--- config.mk ---
export PLATFORM = sky130hd
export DESIGN_NAME = prog_clock_divider
export DESIGN_NICKNAME = d
export VERILOG_FILES = /design/src/rtl/clock_divider_pkg.sv /design/src/rtl/clk_div_channel.sv /design/src/rtl/prog_clock_divider.sv
export SDC_FILE = /design/constraint.sdc
export NUM_CORES = 1
export LEC_CHECK = 0
export CAP_MARGIN = 30
export CORE_MARGIN = 2
export CORE_UTILIZATION = 30
export CTS_BUF_LIST = sky130_fd_sc_hd__clkbuf_16
export CTS_CLUSTER_SIZE = 24
export DETAILED_ROUTE_END_ITERATION = 7
export PLACE_DENSITY = 0.43
export SYNTH_ARGS = -nofsm -noshare
export SYNTH_HDL_FRONTEND = slang
export SYNTH_HIERARCHICAL = 1
export SYNTH_SLANG_ARGS = --single-unit
export TNS_END_PERCENT = 50
--- constraint.sdc ---
create_clock -name i_w_clk -period 4.4 [get_ports i_w_clk]
set_clock_uncertainty 0.05 [all_clocks]
set_input_delay 0.66 -clock i_w_clk [delete_from_list [all_inputs] [get_ports i_w_clk]]
set_output_delay 0.66 -clock i_w_clk [all_outputs]
set_load 0.03 [all_outputs]
--- src/rtl/clock_divider_pkg.sv ---
// Shared constants and helpers for the programmable clock divider.
// Latency: n/a (declarations only).
// Backpressure: n/a.
package clock_divider_pkg;

    // Default width of one divisor / high-time field
    localparam int unsigned c_div_width = 16;

    // Divisors below this value keep a channel idle
    localparam int unsigned c_min_div = 2;

    typedef enum logic {
        ST_IDLE = 1'b0,
        ST_RUN  = 1'b1
    } ch_state_e;

    // LSB position of channel ch inside a flattened multi-channel bus
    function automatic int unsigned ch_lsb(input int unsigned ch, input int unsigned width);
        return ch * width;
    endfunction

endpackage

--- src/rtl/clk_div_channel.sv ---
// One divider channel: counter, latched divisor/high time, registered outputs.
// Latency: outputs register one cycle after the edge that loads or advances the count.
// Backpressure: none; the divisor is re-sampled only at period boundaries, on sync or while idle.
module clk_div_channel
    import clock_divider_pkg::*;
#(
    parameter int unsigned p_div_width = c_div_width
) (
    input  logic                   i_w_clk,
    input  logic                   i_w_reset,
    input  logic                   i_w_en,
    input  logic                   i_w_sync,
    input  logic [p_div_width-1:0] i_w_div,
    input  logic [p_div_width-1:0] i_w_high,
    output logic                   o_w_clk,
    output logic                   o_w_tick,
    output logic                   o_w_active
);

    localparam logic [p_div_width-1:0] lp_min_div = p_div_width'(c_min_div);
    localparam logic [p_div_width-1:0] lp_one     = p_div_width'(1);

    ch_state_e              r_state;
    logic [p_div_width-1:0] r_cnt;
    logic [p_div_width-1:0] r_cur_div;
    logic [p_div_width-1:0] r_cur_high;
    logic                   r_clk;
    logic                   r_tick;
    logic                   r_active;

    logic                   w_div_ok;
    logic [p_div_width-1:0] w_high_clamped;
    logic                   w_boundary;
    logic                   w_load;
    logic [p_div_width-1:0] w_cnt_inc;

    assign w_div_ok       = (i_w_div >= lp_min_div);
    // A high time that reaches the divisor would leave no low phase
    assign w_high_clamped = (i_w_high >= i_w_div) ? (i_w_div - lp_one) : i_w_high;
    assign w_boundary     = (r_state == ST_RUN) && (r_cnt == (r_cur_div - lp_one));
    // Sync, idle sampling and the period boundary all collapse into one restart
    assign w_load         = i_w_sync || (r_state == ST_IDLE) || w_boundary;
    assign w_cnt_inc      = r_cnt + lp_one;

    // Channel FSM; outputs are computed from the next count so they line up with it
    always_ff @(posedge i_w_clk or negedge i_w_reset) begin
        if (!i_w_reset) begin
            r_state    <= ST_IDLE;
            r_cnt      <= '0;
            r_cur_div  <= '0;
            r_cur_high <= '0;
            r_clk      <= 1'b0;
            r_tick     <= 1'b0;
            r_active   <= 1'b0;
        end else if (!i_w_en) begin
            r_state  <= ST_IDLE;
            r_cnt    <= '0;
            r_clk    <= 1'b0;
            r_tick   <= 1'b0;
            r_active <= 1'b0;
        end else if (w_load) begin
            r_cnt     <= '0;
            r_cur_div <= i_w_div;
            if (w_div_ok) begin
                r_state    <= ST_RUN;
                r_cur_high <= w_high_clamped;
                r_clk      <= (w_high_clamped != '0);
                r_tick     <= 1'b1;
                r_active   <= 1'b1;
            end else begin
                r_state    <= ST_IDLE;
                r_cur_high <= '0;
                r_clk      <= 1'b0;
                r_tick     <= 1'b0;
                r_active   <= 1'b0;
            end
        end else begin
            r_cnt    <= w_cnt_inc;
            r_clk    <= (w_cnt_inc < r_cur_high);
            r_tick   <= 1'b0;
            r_active <= 1'b1;
        end
    end

    assign o_w_clk    = r_clk;
    assign o_w_tick   = r_tick;
    assign o_w_active = r_active;

endmodule

--- src/rtl/prog_clock_divider.sv ---
// Multi-channel run-time programmable clock/tick generator; CLKDIV_DUTY_EN adds a per-channel high-time bus.
// Latency: one cycle from the sampling edge to the first tick of a period.
// Backpressure: none; channels free-run and share only the sync restart strobe.
module prog_clock_divider
    import clock_divider_pkg::*;
#(
    parameter int unsigned p_channels  = 4,
    parameter int unsigned p_div_width = c_div_width
) (
    input  logic                              i_w_clk,
    input  logic                              i_w_reset,
    input  logic [p_channels-1:0]             i_w_en,
    input  logic [p_channels*p_div_width-1:0] i_w_div,
`ifdef CLKDIV_DUTY_EN
    input  logic [p_channels*p_div_width-1:0] i_w_high,
`endif
    input  logic                              i_w_sync,
    output logic [p_channels-1:0]             o_w_clk,
    output logic [p_channels-1:0]             o_w_tick,
    output logic [p_channels-1:0]             o_w_active
);

    for (genvar g = 0; g < p_channels; g++) begin : g_ch
        localparam int unsigned lp_lsb = ch_lsb(g, p_div_width);

        logic [p_div_width-1:0] w_div;
        logic [p_div_width-1:0] w_high;

        assign w_div = i_w_div[lp_lsb +: p_div_width];
`ifdef CLKDIV_DUTY_EN
        assign w_high = i_w_high[lp_lsb +: p_div_width];
`else
        // Fixed duty: odd divisors get the shorter phase high
        assign w_high = w_div >> 1;
`endif

        clk_div_channel #(
            .p_div_width (p_div_width)
        ) u_ch (
            .i_w_clk    (i_w_clk),
            .i_w_reset  (i_w_reset),
            .i_w_en     (i_w_en[g]),
            .i_w_sync   (i_w_sync),
            .i_w_div    (w_div),
            .i_w_high   (w_high),
            .o_w_clk    (o_w_clk[g]),
            .o_w_tick   (o_w_tick[g]),
            .o_w_active (o_w_active[g])
        );
    end

endmodule
==> flow_metrics.env, run 1 <==
export IMPL_status="complete, no violations"
export IMPL_cts_buffers=28
export IMPL_power_switching_mw=1.80
export IMPL_core_area_um2=52800
export IMPL_grt_pass1_wl_mm=71.4
export IMPL_num_rows=84
export IMPL_syn_inst=1677
export IMPL_cts_sinks=208
export IMPL_initial_core_util=0.305
export IMPL_clk_pin_slew_ns=0.06
export IMPL_post_cts_setup_buffers=0
export IMPL_dpl_hpwl_mm=33.2
export IMPL_seq_area_frac_synth=0.324
export IMPL_cp_end_kind="flop"
export IMPL_worstHoldPathType="input port to asynchronous set/reset pin"
export IMPL_startpoint="g_ch[3].u_ch/r_cur_div[0]"
export IMPL_grt_total_usage=0.158
export IMPL_timing_rr_end="g_ch[3].u_ch/r_cur_div[4]"
export IMPL_synth_async_reset_ratio=1.00
export IMPL_htree_levels=1
export IMPL_die_w_um=235
export IMPL_wl_per_cell_um=17.7
export IMPL_antenna_found_initial=0
export IMPL_ctsRootBufferMaster="clkbuf_16"
export IMPL_via_count=12400
export IMPL_ys_seq_elements=208
export IMPL_grt_start_max_net_pins=107
export IMPL_nFillCells=5393
export IMPL_cap_violations=0
export IMPL_critPathArrivalTime_ns=4.00
export IMPL_layout_nets=1975
export IMPL_drv_slew=0
export IMPL_avgViaCountPerCell=5.02
export IMPL_finalNonFillerCells=2475
export IMPL_switching_share=0.310
export IMPL_antenna_left=0
export IMPL_yosys_area_top_type="dfrtp_1"
export IMPL_drt_total_wl_mm=43.9
export IMPL_firstDrtPassIters=5
export IMPL_yosysUniqueCellTypes=56
export IMPL_leakage_nw=8.30
export IMPL_postCtsHoldBufs=0
export IMPL_synth_top_area_frac=0.324
export IMPL_ir_drop_v=0.000226
export IMPL_drc_errors=0
export IMPL_clock_path_buffers=3
export IMPL_clock_fmax_ghz=0.275
export IMPL_syn_area_um2=16100
export IMPL_insertion_delay_ns=0.55
export IMPL_yosys_most_used_dff="dfrtp_1"
export IMPL_grt_overflow=0
export IMPL_synthTopCellsByCount="208 x dfrtp_1, 180 x inv_1, 140 x ha_1, 120 x xnor2_1, 84 x nor2_1"
export IMPL_die_area_um2=55400
export IMPL_timing_hold_violations_final=0
export IMPL_ff2ff_path_depth=9
export IMPL_synth_edf_count=0
export IMPL_cts_resized=0
export IMPL_power_frac_clock=0.380
export IMPL_power_density_nw_per_um2=313
export IMPL_yosysMostFrequentCell="dfrtp_1"
export IMPL_setup_viol=0
export IMPL_setup_tns_ns=0
export IMPL_start_kind="flop"
export IMPL_drtIter0Drc=790
export IMPL_rsz0062_at_grt="false"
export IMPL_slew_headroom=0.395
export IMPL_intPower_mw=4.01
export IMPL_crit_required_ns=4.77
export IMPL_place_gp_congestion=0.824
export IMPL_cts_tree="yes"
export IMPL_pwr_share_comb=0.220
export IMPL_cp_max_fo=32
export IMPL_criticalPathCategory="flop to flop"
export IMPL_layout_drive_gt1_share=0.0834
export IMPL_r2r_start="g_ch[3].u_ch/r_cur_div[0]"
export IMPL_yosys_top_cells_area="dfrtp_1 32%, ha_1 11%, xnor2_1 6.5%, mux2i_1 5.0%, inv_1 4.2%"
export IMPL_grt_pass1_vias=12600
export IMPL_seq_power_share=0.400
export IMPL_yosys_warnings=6
export IMPL_rrSetupSlack_ns=0.77
export IMPL_io_buffers=82
export IMPL_area_growth_pct=15.3
export IMPL_period_needed_ns=3.63
export IMPL_dieHeight_um=235
export IMPL_tightest_slew_ns=0.907
export IMPL_min_period_over_period=0.826
export IMPL_top_level_ports=83
export IMPL_syn_avg_cell_area_um2=9.59
export IMPL_place_inst=2422
[cells by family after synthesis]
| kind of cell | synth area share |
|---|---|
| other | 0.000233 |
| buffers and inverters | 0.0620 |
| DFF | 0.324 |
| and+or+nand+nor | 0.184 |
| adders and majority gates | 0.109 |
| xor gates and xnor gates | 0.0937 |
| muxes | 0.0975 |
| AOI/OAI and AO/OA | 0.130 |
[layout make-up]
| class | instances | area [um2] | area share |
|---|---|---|---|
| Inverter | 180 | 676 | 0.0364 |
| Clock buffer | 29 | 726 | 0.0391 |
| Tap cell | 688 | 861 | 0.0464 |
| Sequential cell | 208 | 5200 | 0.281 |
| Clock inverter | 23 | 166 | 0.00898 |
| Timing Repair Buffer | 102 | 988 | 0.0533 |
| Antenna cell | 1 | 2.50 | 0.000135 |
| Multi-Input combinational cell | 1244 | 9910 | 0.535 |
[worst max-delay path, cell delays in order (launching register included)]
cell,delay [ns]
dfrtp_1,0.41
inv_1,0.11
ha_1,0.25
nor4b_2,0.54
nand3_1,0.25
a311oi_1,0.29
a31oi_1,0.09
or4b_4,0.57
o32a_4,0.57
mux2_4,0.37
[per-stage QoR]
stage | hold slack (ns) | area, um2 | total power [mW] | utilization | worst slack [ns]
after floorplan | 0.314 | 16100 | 3.18 | - | 1.28
after global placement | 0.424 | 17600 | 3.63 | 0.334 | 0.512
after detailed placement | 0.423 | 17600 | 3.64 | 0.334 | 0.465
after CTS | 0.161 | 18500 | 5.93 | 0.351 | 0.771
after global routing | 0.188 | 18500 | 6.16 | 0.351 | 0.524
final | 0.110 | 18500 | 5.81 | 0.351 | 0.768
[worst max path at each step]
stage          cells past startpoint                   endpoint  slack (ns)
6_report                           9  g_ch[3].u_ch/r_cur_div[4]        0.77
3_3_place_gp                      10       g_ch[0].u_ch/o_w_clk        0.51
2_1_floorplan                     10       g_ch[0].u_ch/o_w_clk        1.28
5_1_grt                            8  g_ch[1].u_ch/r_cur_div[9]        0.52
4_1_cts                            9  g_ch[1].u_ch/r_cur_div[7]        0.77
3_5_place_dp                      10       g_ch[2].u_ch/o_w_clk        0.47
[layout by cell type (no fill, tap or decap), types with 29 or more instances in the layout]
cell / n
xnor2_1: 120
nand2_1: 68
mux2i_1: 80
nor2_1: 84
a21oi_1: 40
nor2b_1: 68
nand3_1: 40
mux2_4: 36
clkbuf_16: 29
xor2_1: 52
inv_1: 184
ha_1: 140
nor4_1: 52
dfrtp_1: 208
nand4_1: 40
o2bb2ai_1: 64
a21o_1: 48
nor3_1: 40
clkdlybuf4s50_1: 81
[state kept, by name, summed over array words and instances (netlist names)]
register              count
g_ch.u_ch/o_w_active      4
g_ch.u_ch/o_w_clk         4
g_ch.u_ch/o_w_tick        4
g_ch.u_ch/r_cnt          64
g_ch.u_ch/r_cur_div      64
g_ch.u_ch/r_cur_high     64
g_ch.u_ch/r_state         4
[power by group through the flow]
stage | Sequential (mW) | Combinational [mW] | Clock, mW
2_1_floorplan | 2.28 | 0.897 | 0
3_3_place_gp | 2.36 | 1.27 | 0
3_5_place_dp | 2.36 | 1.29 | 0
4_1_cts | 2.33 | 1.30 | 2.30
5_1_grt | 2.35 | 1.44 | 2.37
6_report | 2.32 | 1.28 | 2.21
[layer usage]
layer,vias to the layer above,track usage,wire [um]
met3,46,0.0162,1050
met5,-,0,0
li1,6203,-,-
met2,151,0.259,20300
met1,6020,0.224,21700
met4,0,0.0320,794
Power figures use the tool's default switching activity.
==> inputs of run 2 (changes only) <==
clock period = 3.49 ns   (was 4.4 ns; I/O delays follow)
==> flow_metrics.env, run 2 (synthesized netlist as in run 1, its figures left out) <==
export IMPL_hold_depth=1
export IMPL_m1WireLength_mm=21.9
export IMPL_multiInputGateArea_um2=9950
export IMPL_antenna_found_initial=1
export IMPL_drt_total_wl_mm=44.4
export IMPL_largestRegisters="g_ch.u_ch/r_cnt x64, g_ch.u_ch/r_cur_div x64, g_ch.u_ch/r_cur_high x64"
export IMPL_seq_power_share=0.389
export IMPL_min_from="g_ch[0].u_ch/r_cur_high[12]"
export IMPL_finalHoldWorstSlack_ns=0.436
export IMPL_r2r_start="g_ch[0].u_ch/r_cur_div[4]"
export IMPL_period_needed_ns=3.33
export IMPL_post_cts_setup_buffers=0
export IMPL_clock_path_buffers=3
export IMPL_ctsRootBufferMaster="clkbuf_16"
export IMPL_worstHoldPathType="flop to flop"
export IMPL_die_area_um2=55400
export IMPL_timing_final_ws_setup_ns=0.158
export IMPL_cp_common_cell="mux2_2"
export IMPL_cpMaxStageDelayCell="or4_1"
export IMPL_final_core_util=0.368
export IMPL_place_area_um2=18500
export IMPL_intPower_mw=5.22
export IMPL_finalPower_mw=7.47
export IMPL_die_w_um=235
export IMPL_antenna_left=0
export IMPL_grt_pass1_wl_mm=72.4
export IMPL_final_common_cell="dfrtp_1"
export IMPL_regArea_um2=5200
export IMPL_dr_wl_met2_mm=20.7
export IMPL_cts_sinks=208
export IMPL_dpl_hpwl_mm=34.2
export IMPL_cts_tree="yes"
export IMPL_clk_pin_slew_ns=0.06
export IMPL_area_growth_pct=20.9
export IMPL_power_density_nw_per_um2=385
export IMPL_start_kind="flop"
export IMPL_grt_pass1_vias=13000
export IMPL_min_period_over_period=0.955
export IMPL_insertion_delay_ns=0.55
export IMPL_cp_slowest_stage_delay_ns=0.65
export IMPL_path_depth=7
export IMPL_nFillCells=5356
export IMPL_ir_drop_v=0.000334
export IMPL_via_count=12700
export IMPL_criticalPathCategory="flop to flop"
export IMPL_top_level_ports=83
export IMPL_grt_start_max_net_pins=82
export IMPL_cp_max_fo=26
export IMPL_place_gp_congestion=0.794
export IMPL_top_layer_used="met4"
export IMPL_startpoint="g_ch[0].u_ch/r_cur_div[4]"
export IMPL_antenna_cells=0
export IMPL_grt_overflow=0
export IMPL_pre_cts_ws_ns=-0.0612
export IMPL_cap_violations=0
export IMPL_grt_total_usage=0.160
export IMPL_wl_per_cell_um=17.2
export IMPL_initial_core_util=0.305
export IMPL_tightest_slew_ns=0.681
export IMPL_path_cells="or4_1, or3_1, mux2_2, mux2i_1, o22a_1, o32a_4, mux2_2"
export IMPL_drv_slew=0
export IMPL_cts_buffers=28
export IMPL_cp_end_kind="flop"
export IMPL_timing_hold_violations_final=0
export IMPL_ff2ff_path_depth=7
export IMPL_drtIter0Drc=610
export IMPL_htree_levels=1
export IMPL_layout_common_cells="208 x dfrtp_1, 185 x inv_1, 140 x ha_1, 120 x xnor2_1, 114 x buf_4"
export IMPL_power_switching_mw=2.26
export IMPL_crit_required_ns=3.87
export IMPL_core_area_um2=52800
export IMPL_drc_errors=0
export IMPL_crit_family="simple AND/OR/NAND/NOR gates"
export IMPL_power_frac_clock=0.376
export IMPL_layout_nets=2078
export IMPL_io_buffers=82
export IMPL_critPathArrivalTime_ns=3.71
export IMPL_pwr_share_comb=0.234
export IMPL_rsz0062_at_grt="false"
export IMPL_dieHeight_um=235
export IMPL_firstDrtPassIters=6
export IMPL_leakage_nw=8.87
export IMPL_status="complete, no violations"
export IMPL_setup_viol=0
export IMPL_slew_headroom=0.546
export IMPL_avgViaCountPerCell=4.94
export IMPL_clock_fmax_ghz=0.300
export IMPL_layout_drive_gt1_share=0.134
export IMPL_num_rows=84
export IMPL_dr_wl_met3_mm=1.09
export IMPL_path_buf_inv=0
export IMPL_switching_share=0.302
export IMPL_stdcell_area_um2=19400
run 2: cell types whose count changed in the layout (fill, tap and decap cells not counted), moves of 4 or more:
cell        delta
buf_12         +7
clkinv_1       -4
clkinv_2       +5
buf_4         +95
clkinvlp_4     -4
run 2: power by group through the flow:
| stage | combinational (mW) | sequential [mW] | clock (mW) |
|---|---|---|---|
| final | 1.75 | 2.91 | 2.81 |
| after detailed placement | 1.76 | 2.95 | 0 |
| after floorplan | 1.13 | 2.88 | 0 |
| after global routing | 1.96 | 2.95 | 3.04 |
| after global placement | 1.74 | 2.94 | 0 |
| after CTS | 1.78 | 2.91 | 2.93 |
run 2: repair_timing:
item / CTS / global route
hold endpoints to repair: 79 / 0
gates resized for setup: 1 / 3
endpoints found under the setup margin: 22 / 66
hold buffers: 1 / 0
run 2: through the flow:
| stage | cells | setup TNS (ns) |
|---|---|---|
| 2_1_floorplan | 1688 | 0 |
| 3_3_place_gp | 2524 | -0.587 |
| 3_5_place_dp | 2524 | -0.954 |
| 4_1_cts | 2575 | 0 |
| 5_1_grt | 2575 | 0 |
| 6_report | 2575 | 0 |
run 2: final cells by class:
class,count,area share
multi-input cells,1244,0.512
inverters,180,0.0348
repair buffers,205,0.0953
flip-flops and latches,208,0.268
well taps,688,0.0443
clock buffers,29,0.0373
clock inverters,21,0.00882
run 2: worst paths after layout:
path                                               endpoint  slack [ns]
worst max-delay path              g_ch[0].u_ch/r_cur_div[2]        0.16
worst min-delay path            g_ch[0].u_ch/r_cur_high[12]        0.44
worst max register to register    g_ch[0].u_ch/r_cur_div[2]        0.16
worst min register to register  g_ch[0].u_ch/r_cur_high[12]        0.44
max in group asynchronous         g_ch[3].u_ch/r_cur_div[2]        1.97
min in group asynchronous        g_ch[0].u_ch/r_cur_div[11]        0.50
run 2: metal layers:
layer | GRT usage | up-vias
met1 | 0.223 | 6130
li1 | - | 6407
met4 | 0.0371 | 0
met3 | 0.0162 | 45
met5 | 0 | -
met2 | 0.266 | 141
==> inputs of run 3 (changes only) <==
CORE_UTILIZATION = 55   (was 30)
PLACE_DENSITY = 0.74   (was 0.43)
clock period = 3 ns   (was 3.49 ns; I/O delays follow)
==> flow_metrics.env, run 3 (synthesized netlist as in run 1, its figures left out) <==
export IMPL_cp_max_fo=7
export IMPL_layout_common_cells="228 x buf_4, 203 x dfrtp_1, 178 x inv_1, 136 x ha_1, 120 x xnor2_1"
export IMPL_die_w_um=175
export IMPL_setup_tns_ns=-0.0669
export IMPL_largestRegisters="g_ch.u_ch/r_cnt x64, g_ch.u_ch/r_cur_div x64, g_ch.u_ch/r_cur_high x64"
export IMPL_insertion_delay_ns=0.52
export IMPL_num_rows=62
export IMPL_pre_cts_ws_ns=-0.325
export IMPL_final_common_cell="buf_4"
export IMPL_avgViaCountPerCell=5.83
export IMPL_leakage_nw=9.58
export IMPL_initial_core_util=0.560
export IMPL_layout_drive_gt1_share=0.242
export IMPL_place_gp_congestion=0.914
export IMPL_start_kind="flop"
export IMPL_antenna_left=0
export IMPL_grt_use_met2=0.455
export IMPL_core_area_um2=28700
export IMPL_drc_errors=0
export IMPL_cp_end_kind="flop"
export IMPL_antenna_found_initial=0
export IMPL_timing_final_ws_setup_ns=-0.0203
export IMPL_use_met1=0.371
export IMPL_clock_path_buffers=3
export IMPL_tightest_slew_ns=0.797
export IMPL_clock_fmax_ghz=0.331
export IMPL_min_period_over_period=1.01
export IMPL_grt_overflow=0
export IMPL_firstDrtPassIters=5
export IMPL_criticalPathCategory="flop to flop"
export IMPL_drtIter0Drc=889
export IMPL_rrSetupSlack_ns=-0.02
export IMPL_grt_start_max_net_pins=94
export IMPL_io_buffers=82
export IMPL_ctsRootBufferMaster="clkbuf_16"
export IMPL_grt_use_met3=0.0285
export IMPL_nFillCells=2083
export IMPL_status="complete, but fails checks"
export IMPL_timing_hold_violations_final=0
export IMPL_antenna_cells=0
export IMPL_top_level_ports=83
export IMPL_drt_total_wl_mm=42.8
export IMPL_wl_per_cell_um=17.9
export IMPL_grt_pass1_vias=13900
export IMPL_setup_viol=5
export IMPL_area_growth_pct=28.7
export IMPL_final_core_util=0.721
export IMPL_htree_levels=1
export IMPL_dpl_hpwl_mm=30.5
export IMPL_rsz0062_at_grt="true"
export IMPL_layout_nets=2208
export IMPL_dieHeight_um=175
export IMPL_worstHoldPathType="flop to flop"
export IMPL_crit_required_ns=3.34
export IMPL_critPathArrivalTime_ns=3.36
export IMPL_drv_slew=0
export IMPL_power_density_nw_per_um2=403
export IMPL_cts_tree="yes"
export IMPL_finalPower_mw=8.34
export IMPL_clk_pin_slew_ns=0.06
export IMPL_cts_buffers=23
export IMPL_ir_drop_v=0.000377
export IMPL_grt_total_usage=0.268
export IMPL_grt_pass1_wl_mm=68.4
export IMPL_cts_sinks=208
export IMPL_violations="negative setup slack"
export IMPL_via_count=13900
export IMPL_period_needed_ns=3.02
export IMPL_slew_headroom=0.468
export IMPL_cap_violations=0
export IMPL_top_usage_layer="met2"
export IMPL_die_area_um2=30600
==> run 3: cell count changes in the layout (fill, tap and decap cells not counted), sizes merged <==
cell | before | now
bufinv | 3 | 0
clkinvlp | 1 | 0
o32a | 8 | 17
clkinv | 12 | 7
buf | 123 | 248
clkbuf | 29 | 24
inv | 185 | 186
==> run 3: layout make-up <==
type,count,area [um2],share of cell area
well taps,384,480,0.0232
clock inverters,13,56.3,0.00272
clock buffers,23,576,0.0278
flip-flops and latches,208,5210,0.252
inverters,180,676,0.0327
repair buffers,331,2860,0.138
multi-input cells,1253,10800,0.524
==> run 3: path summary, 6_finish.rpt <==
| path | to | depth (start not counted) | startpoint |
|---|---|---|---|
| setup / recovery | g_ch[2].u_ch/r_cur_div[7] | 7 | g_ch[2].u_ch/r_cur_div[8] |
| hold / removal | g_ch[1].u_ch/r_cnt[0] | 1 | g_ch[1].u_ch/r_cnt[0] |
| setup reg to reg | g_ch[2].u_ch/r_cur_div[7] | 7 | g_ch[2].u_ch/r_cur_div[8] |
| hold reg to reg | g_ch[1].u_ch/r_cnt[0] | 1 | g_ch[1].u_ch/r_cnt[0] |
| max in group asynchronous | g_ch[2].u_ch/r_cur_div[2] | 3 | i_w_reset |
| min in group asynchronous | g_ch[1].u_ch/r_cur_div[2] | 2 | i_w_reset |
==> run 3: metal layers <==
layer  part of all wire  up-vias
li1                   -     6685
met5                  0        -
met4              0.016        0
met1               0.45     6793
met2               0.48      399
met3              0.049       63
==> run 3: report_power, final <==
group          switching [mW]  internal (mW)  total (mW)  leakage (nW)
Sequential              0.287           3.09        3.38          2.61
Combinational            1.24           1.26        2.50          6.65
Clock                    1.10           1.37        2.47         0.330
==> run 3: worst max-delay path, cell delays in order (launching register included) <==
cell,delay (ns)
dfrtp_1,0.46
nor4_1,0.52
and3b_1,0.28
a21oi_1,0.07
nand3b_1,0.18
or4b_4,0.55
o32a_4,0.47
mux2_4,0.32
==> run 3: per-stage QoR <==
step	hold WS [ns]	cell area, um2	std cells
after floorplan	0.104	16100	1688
after global placement	0.394	18900	2329
after detailed placement	0.402	18900	2329
after CTS	0.408	19900	2377
after global routing	0.432	20700	2392
final	0.404	20700	2392
==> run 3: what timing repair did <==
| action | in CTS | in global routing |
|---|---|---|
| gates resized for setup | 33 | 130 |
| setup endpoints to repair | 122 | 203 |
| cloned | 7 | 4 |
| hold buffers | 1 | 0 |
| setup buffers | 4 | 11 |
| pin swaps | 9 | 30 |
| endpoints found under the hold margin | 89 | 0 |
==> edit, RTL diff (config.mk and constraints of run 1) <==
Add a define of `CLKDIV_DUTY_EN`.
--- a/src/rtl/prog_clock_divider.sv
+++ b/src/rtl/prog_clock_divider.sv
@@ -1,6 +1,8 @@
 // Multi-channel run-time programmable clock/tick generator; CLKDIV_DUTY_EN adds a per-channel high-time bus.
 // Latency: one cycle from the sampling edge to the first tick of a period.
 // Backpressure: none; channels free-run and share only the sync restart strobe.
+`define CLKDIV_DUTY_EN
+
 module prog_clock_divider
     import clock_divider_pkg::*;
 #(
Ports: changed (added i_w_high); port bits go from 83 to 147. The function was not compared with the original's and may differ.
==> edit against run 1 <==
- final area up 3.7%
- routed wire length grew 5.6%
- sequential share of layout area shrank 0.99 points
- total power increased by 5.6%
- synthesized area about the same
- sequential power barely moved
- worst setup slack got worse by 0.036 ns
- synthesized cell count hardly changed
- sequential cell count did not move
- global-route usage grew 0.90 points
- clock power is 12% higher
- non-clock buffer count up 60
==> edit: results (changes against run 1) <==
Placement
The routability congestion estimate came to 0.8350 (+1.4%). The count of port buffers added during placement came to 146 (+78%). The final HPWL from detailed placement was 36.62 mm (+10%).

The cell area after placement is 0.01822 mm² (+3.3%). The worst setup slack after placement is 0.5349 ns (+0.06949 ns).

Setup path
The worst register-to-register path ends at g_ch[0].u_ch/r_cur_div[14]$_DFFE_PN0P_. The data arrival time of the critical path was 4.04 ns (+0.04 ns). The worst stage delay on the critical path is 0.59 ns (+0.02 ns). The register-to-register setup slack is 0.73 ns (-0.04 ns).

The cell type of the slowest stage on the worst timing path is sky130_fd_sc_hd__nor4b_2.

GRT
The number of global-route vias before repair is 12770 (+1.5%). The total routing usage reported by global routing came to 0.1668 (+0.008984). The global-route wire length before repair is 74.26 mm (+4.0%). The met1 demand-to-capacity share in global routing is 0.2361 (+0.01193). The fraction of met2 tracks used by global routing is 0.2742 (+0.01479). The largest net degree at the start of global routing came to 112 (+4.7%).

Cells and area
The number of diodes came to 0 (-1). The post-layout instance count excluding filler cells was 2521 (+1.9%). The largest registers in the layout are g_ch.u_ch/r_cnt (64), g_ch.u_ch/r_cur_div (64), g_ch.u_ch/r_cur_high (64). The proportion of layout cells with a drive suffix above 1 is 0.08074 (-0.002685).

Routing
The wire length on met3 is 1.340 mm (+27%). The routed length on met1 came to 22.64 mm (+4.3%). The number of vias per cell is 5.007 (-0.23%). The detailed-route wire length came to 46.34 mm (+5.6%).

The initial detailed-routing violation count was 658 (-17%).

Yosys
The fraction of the mapped netlist area in compound gates was 0.1299 (about the same). The share of synthesized area occupied by flip-flops and latches is 0.3239 (about the same). The average instance area after synthesis is 9.589 µm² (about the same). The xor/xnor cell area share of the yosys netlist was 0.09374 (about the same). Yosys attributes the largest share of cell area to sky130_fd_sc_hd__dfrtp_1, sky130_fd_sc_hd__ha_1, sky130_fd_sc_hd__xnor2_1, sky130_fd_sc_hd__mux2i_1, sky130_fd_sc_hd__inv_1. The post-synthesis share of cell area spent on full adders, half adders and majority gates is 0.1090 (about the same). The multiplexer fraction of the synthesized cell area is 0.09748 (about the same). The unique cell type count in the Yosys netlist is 55 (-1.8%).

Clock network
The later pin in the worst-skew pair is clocked with a latency of 0.56 ns.

Power and ir drop
The cell leakage power is 8.552 nW (+3.0%). The worst ir drop on vdd is 0.2760 mV (+22%).

STA
The remaining max-slew budget at the tightest pin is 0.3696 (-0.02579). The final-layout worst hold slack is 0.1521 ns (+0.04201 ns).

Status
The flow ran to the end, and the final reports show no timing, DRC or antenna violations.
==> edit: report_power, final <==
group	switching (mW)	total (mW)	internal, mW
logic	0.697	1.34	0.646
clock network	0.913	2.48	1.56
registers	0.214	2.32	2.11
==> edit: how the worst max path moves through the flow <==
stage / cells past startpoint / start / endpoint / slack [ns]
2_1_floorplan: 10 / i_w_div[0] / g_ch[0].u_ch/o_w_clk$_DFF_PN0_ / 1.28
3_3_place_gp: 10 / i_w_div[0] / g_ch[0].u_ch/o_w_clk$_DFF_PN0_ / 0.59
3_5_place_dp: 10 / i_w_div[16] / g_ch[1].u_ch/o_w_clk$_DFF_PN0_ / 0.53
4_1_cts: 9 / g_ch[0].u_ch/r_cur_div[0]$_DFFE_PN0P_ / g_ch[0].u_ch/r_cur_div[14]$_DFFE_PN0P_ / 0.73
5_1_grt: 9 / g_ch[1].u_ch/r_cur_div[0]$_DFFE_PN0P_ / g_ch[1].u_ch/r_cur_div[11]$_DFFE_PN0P_ / 0.54
6_report: 9 / g_ch[0].u_ch/r_cur_div[0]$_DFFE_PN0P_ / g_ch[0].u_ch/r_cur_div[14]$_DFFE_PN0P_ / 0.73
==> edit: cells by family (layout without fill, tap and decap cells) <==
logic type / count (synthesis) / after routing
and+or+nand+nor: 520 / 520
xor gates and xnor gates: 172 / 172
adders and majority gates: 140 / 140
AOI/OAI and AO/OA: 264 / 264
DFF: 208 / 208
buffers and inverters: 236 / 393
muxes: 136 / 136
==> edit: cell type report <==
class	instances	area (µm²)
fillers	5402	33540
multi-input cells	1232	9869
flip-flops and latches	208	5205
repair buffers	162	1612
well taps	688	860.8
clock buffers	28	700.7
inverters	180	675.6
clock inverters	23	296.5
